$ cat config.mk
export PLATFORM = sky130hd
export DESIGN_NAME = mem_ctrl
export DESIGN_NICKNAME = d
export VERILOG_FILES = /design/src/rtl/riscv_defs.sv /design/src/rtl/mem_ctrl.sv
export SDC_FILE = /design/constraint.sdc
export NUM_CORES = 1
export LEC_CHECK = 0
export CELL_PAD_IN_SITES_DETAIL_PLACEMENT = 1
export CELL_PAD_IN_SITES_GLOBAL_PLACEMENT = 2
export CORE_UTILIZATION = 31
export CTS_CLUSTER_DIAMETER = 60
export DETAILED_ROUTE_END_ITERATION = 10
export PLACE_DENSITY = 0.83
export SETUP_SLACK_MARGIN = 0.3
export SLEW_MARGIN = 30
export SYNTH_ARGS = -nofsm -noshare
export SYNTH_HDL_FRONTEND = slang
export SYNTH_SLANG_ARGS = --single-unit
$ cat constraint.sdc
create_clock -name clk -period 8.1 [get_ports clk]
set_input_delay 2.025 -clock clk [delete_from_list [all_inputs] [get_ports clk]]
set_output_delay 2.025 -clock clk [all_outputs]
set_load 0.05 [all_outputs]
$ cat src/rtl/riscv_defs.sv
// Shared encodings for the byte-serial memory controller and its requesters.
package riscv_defs;

  typedef enum logic [1:0] {
    ST_IDLE  = 2'd0,
    ST_READ  = 2'd1,
    ST_WRITE = 2'd2,
    ST_DONE  = 2'd3
  } mem_state_e;

  typedef enum logic {
    OWN_IF = 1'b0,
    OWN_LS = 1'b1
  } owner_e;

  localparam logic [2:0] LEN_B = 3'd1;
  localparam logic [2:0] LEN_H = 3'd2;
  localparam logic [2:0] LEN_W = 3'd4;

  localparam logic LOAD  = 1'b0;
  localparam logic STORE = 1'b1;

  localparam logic [1:0] IO_TAG = 2'b11;

  function automatic logic [7:0] byte_lane(input logic [31:0] word, input logic [1:0] idx);
    return word[{idx, 3'b000} +: 8];
  endfunction

  function automatic logic len_legal(input logic [2:0] l);
    return (l == LEN_B) || (l == LEN_H) || (l == LEN_W);
  endfunction

endpackage

$ cat src/rtl/mem_ctrl.sv
// Byte-serial arbiter/sequencer sharing the RAM/IO bus between fetch and the LSB.
// state | meaning
// IDLE  | bus idle; arbitrate, load/store buffer wins over fetch
// READ  | issue byte addresses, capture mem_din one cycle after each address
// WRITE | drive one store byte per cycle; hold while the IO buffer is full
// DONE  | one-cycle done pulse to the owner, no arbitration
module mem_ctrl
  import riscv_defs::*;
#(
  parameter int ADDR_WIDTH = 32,
  parameter int IO_BIT_HI  = 17
) (
  input  logic                  clk,
  input  logic                  rst,
  input  logic                  rdy,
  input  logic                  clear,
  input  logic                  if_sig,
  input  logic [ADDR_WIDTH-1:0] if_addr,
  output logic                  if_done,
  output logic [31:0]           if_data,
  input  logic                  ls_sig,
  input  logic                  load_or_store,
  input  logic [2:0]            len,
  input  logic [ADDR_WIDTH-1:0] ls_addr,
  input  logic [31:0]           store_val,
  output logic                  ls_done,
  output logic [31:0]           ls_data,
  input  logic [7:0]            mem_din,
  output logic [7:0]            mem_dout,
  output logic [ADDR_WIDTH-1:0] mem_a,
  output logic                  mem_wr,
  input  logic                  io_buffer_full
);

  mem_state_e            state, state_nxt;
  owner_e                owner;
  logic [ADDR_WIDTH-1:0] base, cur_addr;
  logic [2:0]            len_q, cnt;
  logic                  op_q;
  logic [31:0]           wdata, result, result_nxt;
  logic                  stall, wr_raw;

  assign cur_addr = base + ADDR_WIDTH'(cnt);
  assign stall    = io_buffer_full && (cur_addr[IO_BIT_HI -: 2] == IO_TAG);

  always_comb begin
    state_nxt  = state;
    mem_a      = '0;
    mem_dout   = '0;
    wr_raw     = 1'b0;
    result_nxt = result;
    case (state)
      ST_IDLE: begin
        if (ls_sig) state_nxt = (load_or_store == STORE) ? ST_WRITE : ST_READ;
        else if (if_sig) state_nxt = ST_READ;
      end
      ST_READ: begin
        // The final cycle only captures; no address is driven so IO reads are not repeated.
        if (cnt < len_q) mem_a = cur_addr;
        case (cnt)
          3'd1:    result_nxt[7:0]   = mem_din;
          3'd2:    result_nxt[15:8]  = mem_din;
          3'd3:    result_nxt[23:16] = mem_din;
          3'd4:    result_nxt[31:24] = mem_din;
          default: ;
        endcase
        if (clear) state_nxt = ST_IDLE;
        else if (cnt == len_q) state_nxt = ST_DONE;
      end
      ST_WRITE: begin
        mem_a    = cur_addr;
        mem_dout = byte_lane(wdata, cnt[1:0]);
        if (!stall) begin
          wr_raw = 1'b1;
          if (cnt == len_q - 3'd1) state_nxt = ST_DONE;
        end
      end
      ST_DONE: state_nxt = ST_IDLE;
      default: state_nxt = ST_IDLE;
    endcase
  end

  assign mem_wr  = wr_raw & rdy;
  assign if_done = rdy && (state == ST_DONE) && (owner == OWN_IF) && !clear;
  assign ls_done = rdy && (state == ST_DONE) && (owner == OWN_LS) && ((op_q == STORE) || !clear);

  always_ff @(posedge clk) begin
    if (rst) begin
      state   <= ST_IDLE;
      owner   <= OWN_IF;
      base    <= '0;
      len_q   <= '0;
      op_q    <= LOAD;
      wdata   <= '0;
      cnt     <= '0;
      result  <= '0;
      if_data <= '0;
      ls_data <= '0;
    end else if (rdy) begin
      state <= state_nxt;
      case (state)
        ST_IDLE: begin
          cnt    <= '0;
          result <= '0;
          if (ls_sig) begin
            owner <= OWN_LS;
            base  <= ls_addr;
            len_q <= len;
            op_q  <= load_or_store;
            wdata <= store_val;
          end else if (if_sig) begin
            owner <= OWN_IF;
            base  <= if_addr;
            len_q <= LEN_W;
            op_q  <= LOAD;
          end
        end
        ST_READ: begin
          cnt    <= cnt + 3'd1;
          result <= result_nxt;
          if (state_nxt == ST_DONE) begin
            if (owner == OWN_IF) if_data <= result_nxt;
            else ls_data <= result_nxt;
          end
        end
        ST_WRITE: if (!stall) cnt <= cnt + 3'd1;
        default: ;
      endcase
    end
  end

endmodule

Word level (Yosys, flattened, before mapping)
Index checks and enable logic that the tools add are counted.
Widths: inputs -> output; s select.
{"block": "totals", "regBits": 170, "input_bits": 115, "output_inout_bits": 107, "wordCells": 74}
{"block": "classes", "addsub": 3, "n_lt_le_gt_ge": 1, "n_eq_ne": 12, "n_shift": 1, "muxes": 27, "n_bitwise": 2, "n_reduce_logical": 18}
{"cell": "$pmux 32 s2", "n": 2}
{"cell": "$mux 32", "n": 3}
{"cell": "$mux 8", "n": 5}
{"cell": "$add 32x3->32", "n": 1}
{"cell": "$shiftx 32x6->8", "n": 1}
{"cell": "$mux 2", "n": 7}
{"cell": "$mux 3", "n": 3}
{"cell": "$pmux 3 s3", "n": 1}
{"cell": "$reduce_and 3->1", "n": 3}
{"cell": "$eq 2x2->1 const B", "n": 4}
{"cell": "$pmux 2 s4", "n": 1}
{"cell": "$reduce_and 4->1", "n": 2}
{"cell": "$eq 3x2->1 const B", "n": 2}
{"cell": "$eq 3x3->1", "n": 2}
{"cell": "$logic_and 1x1->1", "n": 6}
{"cell": "$mux 1", "n": 5}
{"cell": "$reduce_bool 2->1", "n": 2}
{"cell": "$add 3x1->3 const B", "n": 1}
{"cell": "$eq 3x1->1 const B", "n": 1}
{"cell": "$eq 3x3->1 const B", "n": 1}
{"cell": "$lt 3x3->1", "n": 1}
{"cell": "$reduce_bool 3->1", "n": 1}
{"cell": "$sub 3x1->3 const B", "n": 1}
{"cell": "$eq 2x1->1 const B", "n": 1}
{"cell": "other kinds (7)", "n": 7}

Longest topological paths before layout
Gate-level depths: netlist (run 1).
{"block": "logic_depth", "ltp_word": 7, "ltp_mapped": 10, "ltp_nobuf": 8}

Worst setup path after synthesis (run 1)
Ideal clock, no wire load.
{"block": "synth_path", "path_kind": "input-to-output", "startpoint": "input rdy", "endpoint": "output if_done", "t_arrival_ns": 3.415, "required_time_ns": 6.075, "path_slack_ns": 2.660, "cell_stages": 3, "n_path_buf": 1, "path_cell_list": "clkbuf_1 nand2_1 nor3_1"}
{"block": "synth_between", "elab_chain_len": 3}
{"element": "start, declared", "line_no": "mem_ctrl.sv:15", "rtl": "input logic rdy,"}
{"element": "$logic_and 1x1->1 (3 in series)", "line_no": "mem_ctrl.sv:84", "rtl": "assign if_done = rdy && (state == ST_DONE) && (owner == OWN_IF) && !clear;"}
{"element": "end, declared", "line_no": "mem_ctrl.sv:19", "rtl": "output logic if_done,"}
No other way between the ends.

Final worst setup path (run 1)
{"block": "layout_path", "startpoint": "register cnt[0]", "endpoint": "output mem_a[29]"}
{"block": "layout_between", "elab_chain_len": 3, "elab_cells_between_ends": 4, "classes_between": "1 x add/sub; 1 x order compare; 2 x mux"}
{"element": "start, declared", "line_no": "mem_ctrl.sv:38", "rtl": "logic [2:0] len_q, cnt;"}
{"element": "start signal, assigned", "line_no": "mem_ctrl.sv:119", "rtl": "cnt <= cnt + 3'd1;"}
{"element": "start signal, assigned", "line_no": "mem_ctrl.sv:126", "rtl": "ST_WRITE: if (!stall) cnt <= cnt + 3'd1;"}
{"element": "$add 32x3->32 or $lt 3x3->1 (tied branches)", "line_no": "mem_ctrl.sv:43, mem_ctrl.sv:59"}
{"element": "$mux 32", "line_no": "mem_ctrl.sv:59", "rtl": "if (cnt < len_q) mem_a = cur_addr;"}
{"element": "$pmux 32 s2 (*)", "line_no": "mem_ctrl.sv:52", "rtl": "case (state)"}
{"element": "end, declared", "line_no": "mem_ctrl.sv:30", "rtl": "output logic [ADDR_WIDTH-1:0] mem_a,"}
Mark *: on every way between the ends. The rest lies on a longest branch, timed or not.

==> results.sh, run 1 <==
export IMPL_status="finished, final reports clean"
export IMPL_coreArea_sq_um=27100
export IMPL_synth_area_leaders="dfxtp_1 (40%), nand2_1 (6.0%), mux2_4 (5.2%)"
export IMPL_cts_setup_buffers=0
export IMPL_min_to="wdata[30]"
export IMPL_cp_data_arrival_time_ns=4.21
export IMPL_finalSetupViolCount=0
export IMPL_cts_root_buffer="clkbuf_16"
export IMPL_synth_compound_area_share_pct=12.1
export IMPL_fmax_mhz=160
export IMPL_nets=1282
export IMPL_cp_common_cell="nand3_1"
export IMPL_rsz0062_at_grt="false"
export IMPL_hold_path_class="reg -> reg"
export IMPL_synth_cells=969
export IMPL_path_class="reg -> out"
export IMPL_period_share_pct=77.0
export IMPL_ys_seq_area_share_pct=39.6
export IMPL_final_cells=1534
export IMPL_dr_pass1_iters=5
export IMPL_rr_startpoint="cnt[0]"
export IMPL_worst_path_max_delay_cell="dfxtp_1"
export IMPL_dieWidth_um=169
export IMPL_via_count=7424
export IMPL_synth_edff_count=0
export IMPL_ys_flop_type="dfxtp_1"
export IMPL_ioPinCount=222
export IMPL_synth_top_family_by_area="simple AND/OR/NAND/NOR gates"
export IMPL_r2r_cells=9
export IMPL_placedCellCount=1502
export IMPL_area_growth_pct=35.2
export IMPL_ys_types=54
export IMPL_ant_nets=0
export IMPL_cp_max_fo=13
export IMPL_hold_depth=2
export IMPL_synth_area_per_cell_sq_um=8.88
export IMPL_placementRows=60
export IMPL_fillers=3149
export IMPL_clk_latency_ns=0.44
export IMPL_synthSimpleGateAreaFrac_pct=21.6
export IMPL_clkSlewWorstSetupHoldPaths_ns=0.07
export IMPL_start_util_pct=31.7
export IMPL_port_buffers=221
export IMPL_yosysTopAreaCell="dfxtp_1"
export IMPL_wl_per_cell_um=16.6
export IMPL_drt_iter0_drc=301
export IMPL_wl_met1_mm=11.3
export IMPL_ys_warn_count=0
export IMPL_worst_slew_pin_slew_ns=0.914
export IMPL_cts_path_max_buffers=2
export IMPL_grtUsageTotal_pct=18.3
export IMPL_drive_gt1_share_pct=7.92
export IMPL_synth_area_sq_um=8600
export IMPL_numCtsBuffers=17
export IMPL_critPathLaunchType="flop"
export IMPL_p_per_area_nw_per_um2=171
export IMPL_fin_worst_skew_ns=0.0183
export IMPL_dp_hpwl_mm=18.3
export IMPL_cts_hold_buffers=0
export IMPL_synth_top_area_share_pct=39.6
export IMPL_post_cts_resized=0
export IMPL_cts_max_level=4
export IMPL_final_cell_mix="clkdlybuf4s50_1 (219), dfxtp_1 (170), nand2_1 (137), nor2_1 (119), nor2b_1 (72)"
export IMPL_maxCapViolations=0
export IMPL_overflow=0
export IMPL_synthXorXnorAreaFrac_pct=3.32
export IMPL_wl_met2_mm=12.8
export IMPL_ys_ff_latch=170
export IMPL_synthMuxAreaShare_pct=16.6
export IMPL_clock_sinks=170
export IMPL_slew_headroom_pct=38.6
export IMPL_grt_max_degree=128
export IMPL_synthAdderAreaFrac_pct=2.71
export IMPL_syn_num_nets=1102
export IMPL_die_area_sq_um=28400
export IMPL_insertedDiodeCount=0
export IMPL_peakVddDrop_mv=0.132
export IMPL_grt_pass1_wl_mm=41.2
export IMPL_highest_layer="met4"
export IMPL_crit_chain="ha_1 -> nand3_1 -> a21oi_1 -> nor4b_1 -> nand3_1 -> xor2_1 -> nor2_1 -> clkdlybuf4s50_1"
export IMPL_setup_tns_ns=0
export IMPL_wl_met3_mm=1.20
export IMPL_gp_congestion=0.785
export IMPL_cts_tree="done"
export IMPL_crit_required_ns=6.08
export IMPL_final_common_cell="clkdlybuf4s50_1"
export IMPL_reg2reg_slack_ns=4.48
export IMPL_min_period_ns=6.24
export IMPL_min_from="wdata[30]"
export IMPL_drc=0
export IMPL_seqCellArea_sq_um=3400
export IMPL_p_leak_uw=0.00421
export IMPL_wl_mm=25.5
export IMPL_dieHeight_um=169
export IMPL_drv_slew=0
export IMPL_end_kind="output port"
export IMPL_finalHoldViolations=0
export IMPL_grt_pass1_vias=7694
export IMPL_grt_antenna_before_repair=0
export IMPL_timing_rr_end="if_data[27]"
export IMPL_synthArstFlopShare_pct=0
export IMPL_avgViaCountPerCell=4.84
export IMPL_multiInputGateArea_sq_um=4860
export IMPL_max_stage_delay_ns=0.86
[power breakdown]
part           switching (uW)  total (uW)  internal (uW)
combinational             151         275            124
sequential               36.4         903            867
clock                     374         807            433
[sequential cells by signal (all words and copies together), names as in the netlist]
register  cells
op_q          1
cnt           3
owner         1
state         2
ls_data      32
wdata        32
result       32
base         32
if_data      32
len_q         3
[per-layer routing]
layer	up-vias	global-route usage, %
met3	11	4.35
met1	3569	22.1
li1	3677	-
met5	-	0
met4	0	5.02
met2	167	32.4
[stage by stage]
step           instance area, sq um  setup WS (ns)  hold WS, ns  util [%]  power (uW)
2_1_floorplan                  8600           2.66        0.433         -        1080
3_3_place_gp                  11100           2.27        0.441      40.8        1200
3_5_place_dp                  11100           2.27        0.447      40.8        1200
4_1_cts                       11600           1.78        0.458      42.9        2010
5_1_grt                       11600           1.53        0.470      42.9        2080
6_report                      11600           1.86        0.458      42.9        1990
[worst max path at each step]
stage / to / start / depth (start not counted) / slack (ns)
after detailed placement: mem_wr / rdy / 5 / 2.27
after global routing: mem_a[31] / cnt[0] / 8 / 1.53
after floorplan: if_done / rdy / 3 / 2.66
final: mem_a[29] / cnt[0] / 8 / 1.86
after global placement: mem_wr / rdy / 5 / 2.27
after CTS: mem_a[29] / cnt[0] / 8 / 1.78
[kinds of logic (layout without fill, tap and decap cells)]
logic type	count (synthesis)	after routing
fa+ha+maj	18	18
buf+inv	82	275
simple gates	395	395
xor+xnor	31	31
flops	170	170
compound gates	160	160
mux	113	113
[worst max-delay path, delay by kind of cell (launching register included)]
family / cells / cell delay, ns
flip-flops: 1 / 0.86
AO/OA/AOI/OAI: 1 / 0.55
buffers and inverters: 1 / 0.81
adder cells (fa/ha/maj): 1 / 0.32
XOR/XNOR: 1 / 0.17
AND/OR/NAND/NOR: 4 / 1.06
[synthesized netlist by cell type, types with 3 or more instances]
master and n:
dfxtp_1 170, nor2b_1 72, a211oi_1 32, mux2_4 30
mux2_2 4, buf_1 7, a21o_1 3, inv_1 13
a22oi_1 35, clkbuf_1 48, nand4_1 5, xor2_1 19
mux2_1 30, o21ai_1 3, o21ai_0 7, ha_1 17
mux2i_1 41, and2_1 13, clkbuf_2 8, a211o_1 3
nor3_1 3, mux4_2 8, buf_6 6, xnor2_1 11
and3_1 10, a21oi_1 65, nor2_1 120, nand3_1 16
nand2_1 137, and4_1 3, o31ai_1 3
[layout make-up]
class,count,area share [%]
multi-input cells,717,41.8
well taps,372,4.00
flip-flops and latches,170,29.3
clock inverters,13,1.21
repair buffers,230,19.6
clock buffers,19,3.72
inverters,13,0.420
Power figures use the tool's default switching activity.
==> run 2: changes to the inputs <==
--- a/config.mk
+++ b/config.mk
@@ -7,10 +7,10 @@
 export LEC_CHECK = 0
 export CELL_PAD_IN_SITES_DETAIL_PLACEMENT = 1
 export CELL_PAD_IN_SITES_GLOBAL_PLACEMENT = 2
-export CORE_UTILIZATION = 31
+export CORE_UTILIZATION = 26
 export CTS_CLUSTER_DIAMETER = 60
 export DETAILED_ROUTE_END_ITERATION = 10
-export PLACE_DENSITY = 0.83
+export PLACE_DENSITY = 0.74
 export SETUP_SLACK_MARGIN = 0.3
 export SLEW_MARGIN = 30
 export SYNTH_ARGS = -nofsm -noshare
==> constraint.sdc (replaced) <==
create_clock -name clk -period 5.03 [get_ports clk]
set_input_delay 1.2575 -clock clk [delete_from_list [all_inputs] [get_ports clk]]
set_output_delay 1.2575 -clock clk [all_outputs]
set_load 0.05 [all_outputs]
==> results.sh, run 2 (synthesis gave the netlist of run 1 again) <==
export IMPL_status="finished, final reports clean"
export IMPL_placementRows=66
export IMPL_nets=1286
export IMPL_swShare_pct=26.6
export IMPL_cts_path_max_buffers=2
export IMPL_path_class="reg -> out"
export IMPL_max_stage_delay_ns=0.80
export IMPL_avgViaCountPerCell=4.56
export IMPL_fmax_mhz=220
export IMPL_numCtsBuffers=17
export IMPL_port_buffers=221
export IMPL_via_count=7327
export IMPL_hold_path_class="reg -> reg"
export IMPL_reg2reg_slack_ns=1.46
export IMPL_finalHoldViolations=0
export IMPL_worst_slew_pin_slew_ns=0.933
export IMPL_fin_area_sq_um=11900
export IMPL_hold_slack_ns=0.454
export IMPL_ioPinCount=222
export IMPL_wl_mm=26.0
export IMPL_maxCapViolations=0
export IMPL_dieWidth_um=184
export IMPL_min_period_ns=4.55
export IMPL_fin_worst_skew_ns=0.0103
export IMPL_drt_iter0_drc=280
export IMPL_final_common_cell="clkdlybuf4s50_1"
export IMPL_ant_nets=0
export IMPL_grt_pass1_vias=7491
export IMPL_worst_path_max_delay_cell="clkdlybuf4s50_1"
export IMPL_timing_critical_path_max_delay_family="buffers and inverters"
export IMPL_critPathBufInv=2
export IMPL_setup_tns_ns=0
export IMPL_crit_required_ns=3.77
export IMPL_p_per_area_nw_per_um2=285
export IMPL_clkSlewWorstSetupHoldPaths_ns=0.07
export IMPL_clockPowerShare_pct=43.7
export IMPL_drive_gt1_share_pct=10.2
export IMPL_cp_max_fo=9
export IMPL_wl_per_cell_um=16.2
export IMPL_dieHeight_um=184
export IMPL_insertedDiodeCount=0
export IMPL_p_leak_uw=0.00436
export IMPL_critPathLaunchType="flop"
export IMPL_final_cell_mix="clkdlybuf4s50_1 (198), dfxtp_1 (170), nand2_1 (137), nor2_1 (118), nor2b_1 (72)"
export IMPL_grt_max_degree=125
export IMPL_crit_chain="buf_4 -> ha_1 -> fa_1 -> a21oi_1 -> nor2_2 -> nand2_1 -> xor2_1 -> nor2_1 -> clkdlybuf4s50_1"
export IMPL_p_comb_share_pct=13.5
export IMPL_clock_sinks=170
export IMPL_dp_hpwl_mm=18.6
export IMPL_grt_antenna_before_repair=0
export IMPL_gp_congestion=0.749
export IMPL_die_area_sq_um=33800
export IMPL_start_util_pct=26.4
export IMPL_dr_pass1_iters=6
export IMPL_area_growth_pct=38.2
export IMPL_p_int_uw=2490
export IMPL_drv_slew=0
export IMPL_overflow=0
export IMPL_slew_headroom_pct=37.8
export IMPL_cts_max_level=4
export IMPL_cp_data_arrival_time_ns=3.29
export IMPL_rsz0062_at_grt="true"
export IMPL_cts_tree="done"
export IMPL_post_dp_cell_area_sq_um=11200
export IMPL_grtUsageTotal_pct=15.6
export IMPL_cts_root_buffer="clkbuf_16"
export IMPL_drc=0
export IMPL_coreArea_sq_um=32500
export IMPL_grt_pass1_wl_mm=41.4
export IMPL_period_share_pct=90.4
export IMPL_peakVddDrop_mv=0.235
export IMPL_p_switching_uw=901
export IMPL_clk_latency_ns=0.43
export IMPL_cts_hold_buffers=0
export IMPL_finalSetupViolCount=0
export IMPL_end_kind="output port"
export IMPL_finalPower_uw=3390
export IMPL_power_frac_seq_pct=42.8
## run 2: worst min-delay path, delay by kind of cell, from the launching register on
family / cells / cell delay, ns
flip-flops: 1 / 0.31
AND/OR/NAND/NOR: 1 / 0.05
AO/OA/AOI/OAI: 1 / 0.05
## run 2: path summary, 6_finish.rpt
path / startpoint / end / depth (start not counted)
setup / recovery: cnt[0] / mem_a[14] / 9
hold / removal: wdata[23] / wdata[23] / 2
setup reg to reg: cnt[0] / if_data[30] / 10
hold reg to reg: wdata[23] / wdata[23] / 2
## run 2: stage by stage
stage	util (%)	setup slack, ns	cells
after floorplan	-	1.13	969
after global placement	34.5	0.913	1576
after detailed placement	34.5	0.777	1576
after CTS	36.5	0.302	1606
after global routing	36.5	0.287	1606
final	36.5	0.482	1606
## run 2: timing repair
item | CTS | global route
buffers inserted | 0 | 0
setup endpoints to repair | 0 | 12
resized for setup | 0 | 4
## run 2: final cells by class
class                           count  area [sq um]
Fill cell                        3802         20600
Multi-Input combinational cell    717          4870
Inverter                           13          48.8
Tap cell                          442           553
Timing Repair Buffer              234          2370
Sequential cell                   170          3400
Clock buffer                       17           425
Clock inverter                     13           216
## run 2: layer usage
metal	global-route usage [%]	vias to the layer above	share of wire [%]
met2	26.5	139	48
met4	2.60	0	0.54
li1	-	3676	-
met3	3.49	8	4.1
met5	0	-	0
met1	20.4	3504	47
## run 2: power by group through the flow
stage               clock [uW]  combinational (uW)  sequential, uW
floorplan                    0                 280            1460
global placement             0                 458            1480
detailed placement           0                 465            1480
CTS                       1520                 466            1450
global route              1580                 509            1460
finish                    1480                 459            1450
==> run 3: changes to the inputs <==
--- a/config.mk
+++ b/config.mk
@@ -11,7 +11,7 @@
 export CTS_CLUSTER_DIAMETER = 60
 export DETAILED_ROUTE_END_ITERATION = 10
 export PLACE_DENSITY = 0.74
-export SETUP_SLACK_MARGIN = 0.3
+export SETUP_SLACK_MARGIN = 0.4
 export SLEW_MARGIN = 30
 export SYNTH_ARGS = -nofsm -noshare
 export SYNTH_HDL_FRONTEND = slang
==> results.sh, run 3 (synthesis gave the netlist of run 1 again) <==
export IMPL_grt_antenna_before_repair=0
export IMPL_period_share_pct=90.2
export IMPL_p_leak_uw=0.00434
export IMPL_rsz0062_at_grt="true"
export IMPL_dieWidth_um=184
export IMPL_gp_congestion=0.749
export IMPL_cp_data_arrival_time_ns=3.28
export IMPL_cts_root_buffer="clkbuf_16"
export IMPL_grt_pass1_vias=7493
export IMPL_grtUsageTotal_pct=15.6
export IMPL_wl_per_cell_um=16.2
export IMPL_hold_path_class="reg -> reg"
export IMPL_maxCapViolations=0
export IMPL_drive_gt1_share_pct=10.2
export IMPL_finalSetupViolCount=0
export IMPL_ant_nets=0
export IMPL_drv_slew=0
export IMPL_cp_max_fo=9
export IMPL_ioPinCount=222
export IMPL_end_kind="output port"
export IMPL_coreArea_sq_um=32500
export IMPL_fmax_mhz=220
export IMPL_worst_slew_pin_slew_ns=0.942
export IMPL_dr_pass1_iters=4
export IMPL_insertedDiodeCount=0
export IMPL_area_growth_pct=38.3
export IMPL_cts_tree="done"
export IMPL_clkSlewWorstSetupHoldPaths_ns=0.07
export IMPL_die_area_sq_um=33800
export IMPL_final_common_cell="clkdlybuf4s50_1"
export IMPL_path_class="reg -> out"
export IMPL_numCtsBuffers=17
export IMPL_start_util_pct=26.4
export IMPL_clock_sinks=170
export IMPL_final_cells=1606
export IMPL_avgViaCountPerCell=4.57
export IMPL_nets=1286
export IMPL_worst_path_max_delay_cell="clkdlybuf4s50_1"
export IMPL_timing_critical_path_max_delay_family="buffers and inverters"
export IMPL_dp_hpwl_mm=18.6
export IMPL_multiInputGateArea_sq_um=4880
export IMPL_seqCellArea_sq_um=3400
export IMPL_port_buffers=221
export IMPL_crit_required_ns=3.77
export IMPL_fin_worst_skew_ns=0.0109
export IMPL_min_period_ns=4.54
export IMPL_max_stage_delay_ns=0.80
export IMPL_cts_path_max_buffers=2
export IMPL_cts_max_level=4
export IMPL_slew_headroom_pct=37.2
export IMPL_critPathBufInv=2
export IMPL_critPathLaunchType="flop"
export IMPL_clk_latency_ns=0.42
export IMPL_fin_area_sq_um=11900
export IMPL_grt_max_degree=125
export IMPL_post_dp_cell_area_sq_um=11200
export IMPL_crit_chain="buf_4 -> ha_1 -> fa_1 -> a21oi_1 -> nor2_2 -> nand2_1 -> xor2_1 -> nor2_1 -> clkdlybuf4s50_1"
export IMPL_via_count=7332
export IMPL_finalPower_uw=3390
export IMPL_placementRows=66
export IMPL_hold_slack_ns=0.454
export IMPL_grt_pass1_wl_mm=41.4
export IMPL_dieHeight_um=184
export IMPL_p_per_area_nw_per_um2=285
export IMPL_peakVddDrop_mv=0.235
export IMPL_setup_tns_ns=0
export IMPL_drc=0
export IMPL_wl_mm=26.0
export IMPL_final_cell_mix="clkdlybuf4s50_1 (198), dfxtp_1 (170), nand2_1 (137), nor2_1 (118), nor2b_1 (72)"
export IMPL_fillers=3802
export IMPL_finalHoldViolations=0
export IMPL_cts_hold_buffers=0
export IMPL_drt_iter0_drc=279
export IMPL_status="finished, final reports clean"
export IMPL_overflow=0
export IMPL_placedCellCount=1576
[run 3: cell count changes in the layout (fill, tap and decap cells not counted)]
cell,before,now
o21ai_4,0,1
o21ai_2,1,0
dlymetal6s2s_1,1,0
dlygate4sd2_1,0,1
[run 3: what timing repair did]
item                       in CTS  in global routing
setup endpoints to repair       3                 14
setup buffers                   0                  0
resized for setup               2                  3
pin swaps                       0                  0
[run 3: final timing paths]
| kind | startpoint | end | slack [ns] | cells past startpoint |
|---|---|---|---|---|
| setup reg to reg | cnt[0] | if_data[30] | 1.46 | 10 |
| hold / removal | wdata[23] | wdata[23] | 0.45 | 2 |
| hold reg to reg | wdata[23] | wdata[23] | 0.45 | 2 |
| setup / recovery | cnt[0] | mem_a[14] | 0.49 | 9 |
[run 3: per-stage QoR]
step	setup WS (ns)	utilization (%)
floorplan	1.13	-
global placement	0.913	34.5
detailed placement	0.777	34.5
CTS	0.413	36.5
global route	0.288	36.5
finish	0.491	36.5
[run 3: layer usage]
metal / routed length (um) / vias up / global-route usage (%)
met5: 0 / - / 0
met4: 147 / 0 / 2.60
met3: 1120 / 10 / 3.49
met2: 12500 / 155 / 26.5
met1: 12200 / 3497 / 20.4
li1: - / 3670 / -
[run 3: cell type report]
type / instances / area share [%]
repair buffers: 234 / 19.9
flip-flops and latches: 170 / 28.6
inverters: 13 / 0.410
clock inverters: 13 / 1.82
clock buffers: 17 / 3.58
well taps: 442 / 4.65
multi-input cells: 717 / 41.0
[run 3: tightest hold or removal path, stage by stage, from the launching register on]
cell and delay, ns:
dfxtp_1 0.31, nand2_1 0.05, a21oi_1 0.05
[run 3: report_power, final]
group          internal [uW]  leakage [uW]  switching (uW)  total, uW
clock                    887      0.000309             594       1480
combinational            205       0.00265             256        461
sequential              1400       0.00138            52.9       1450
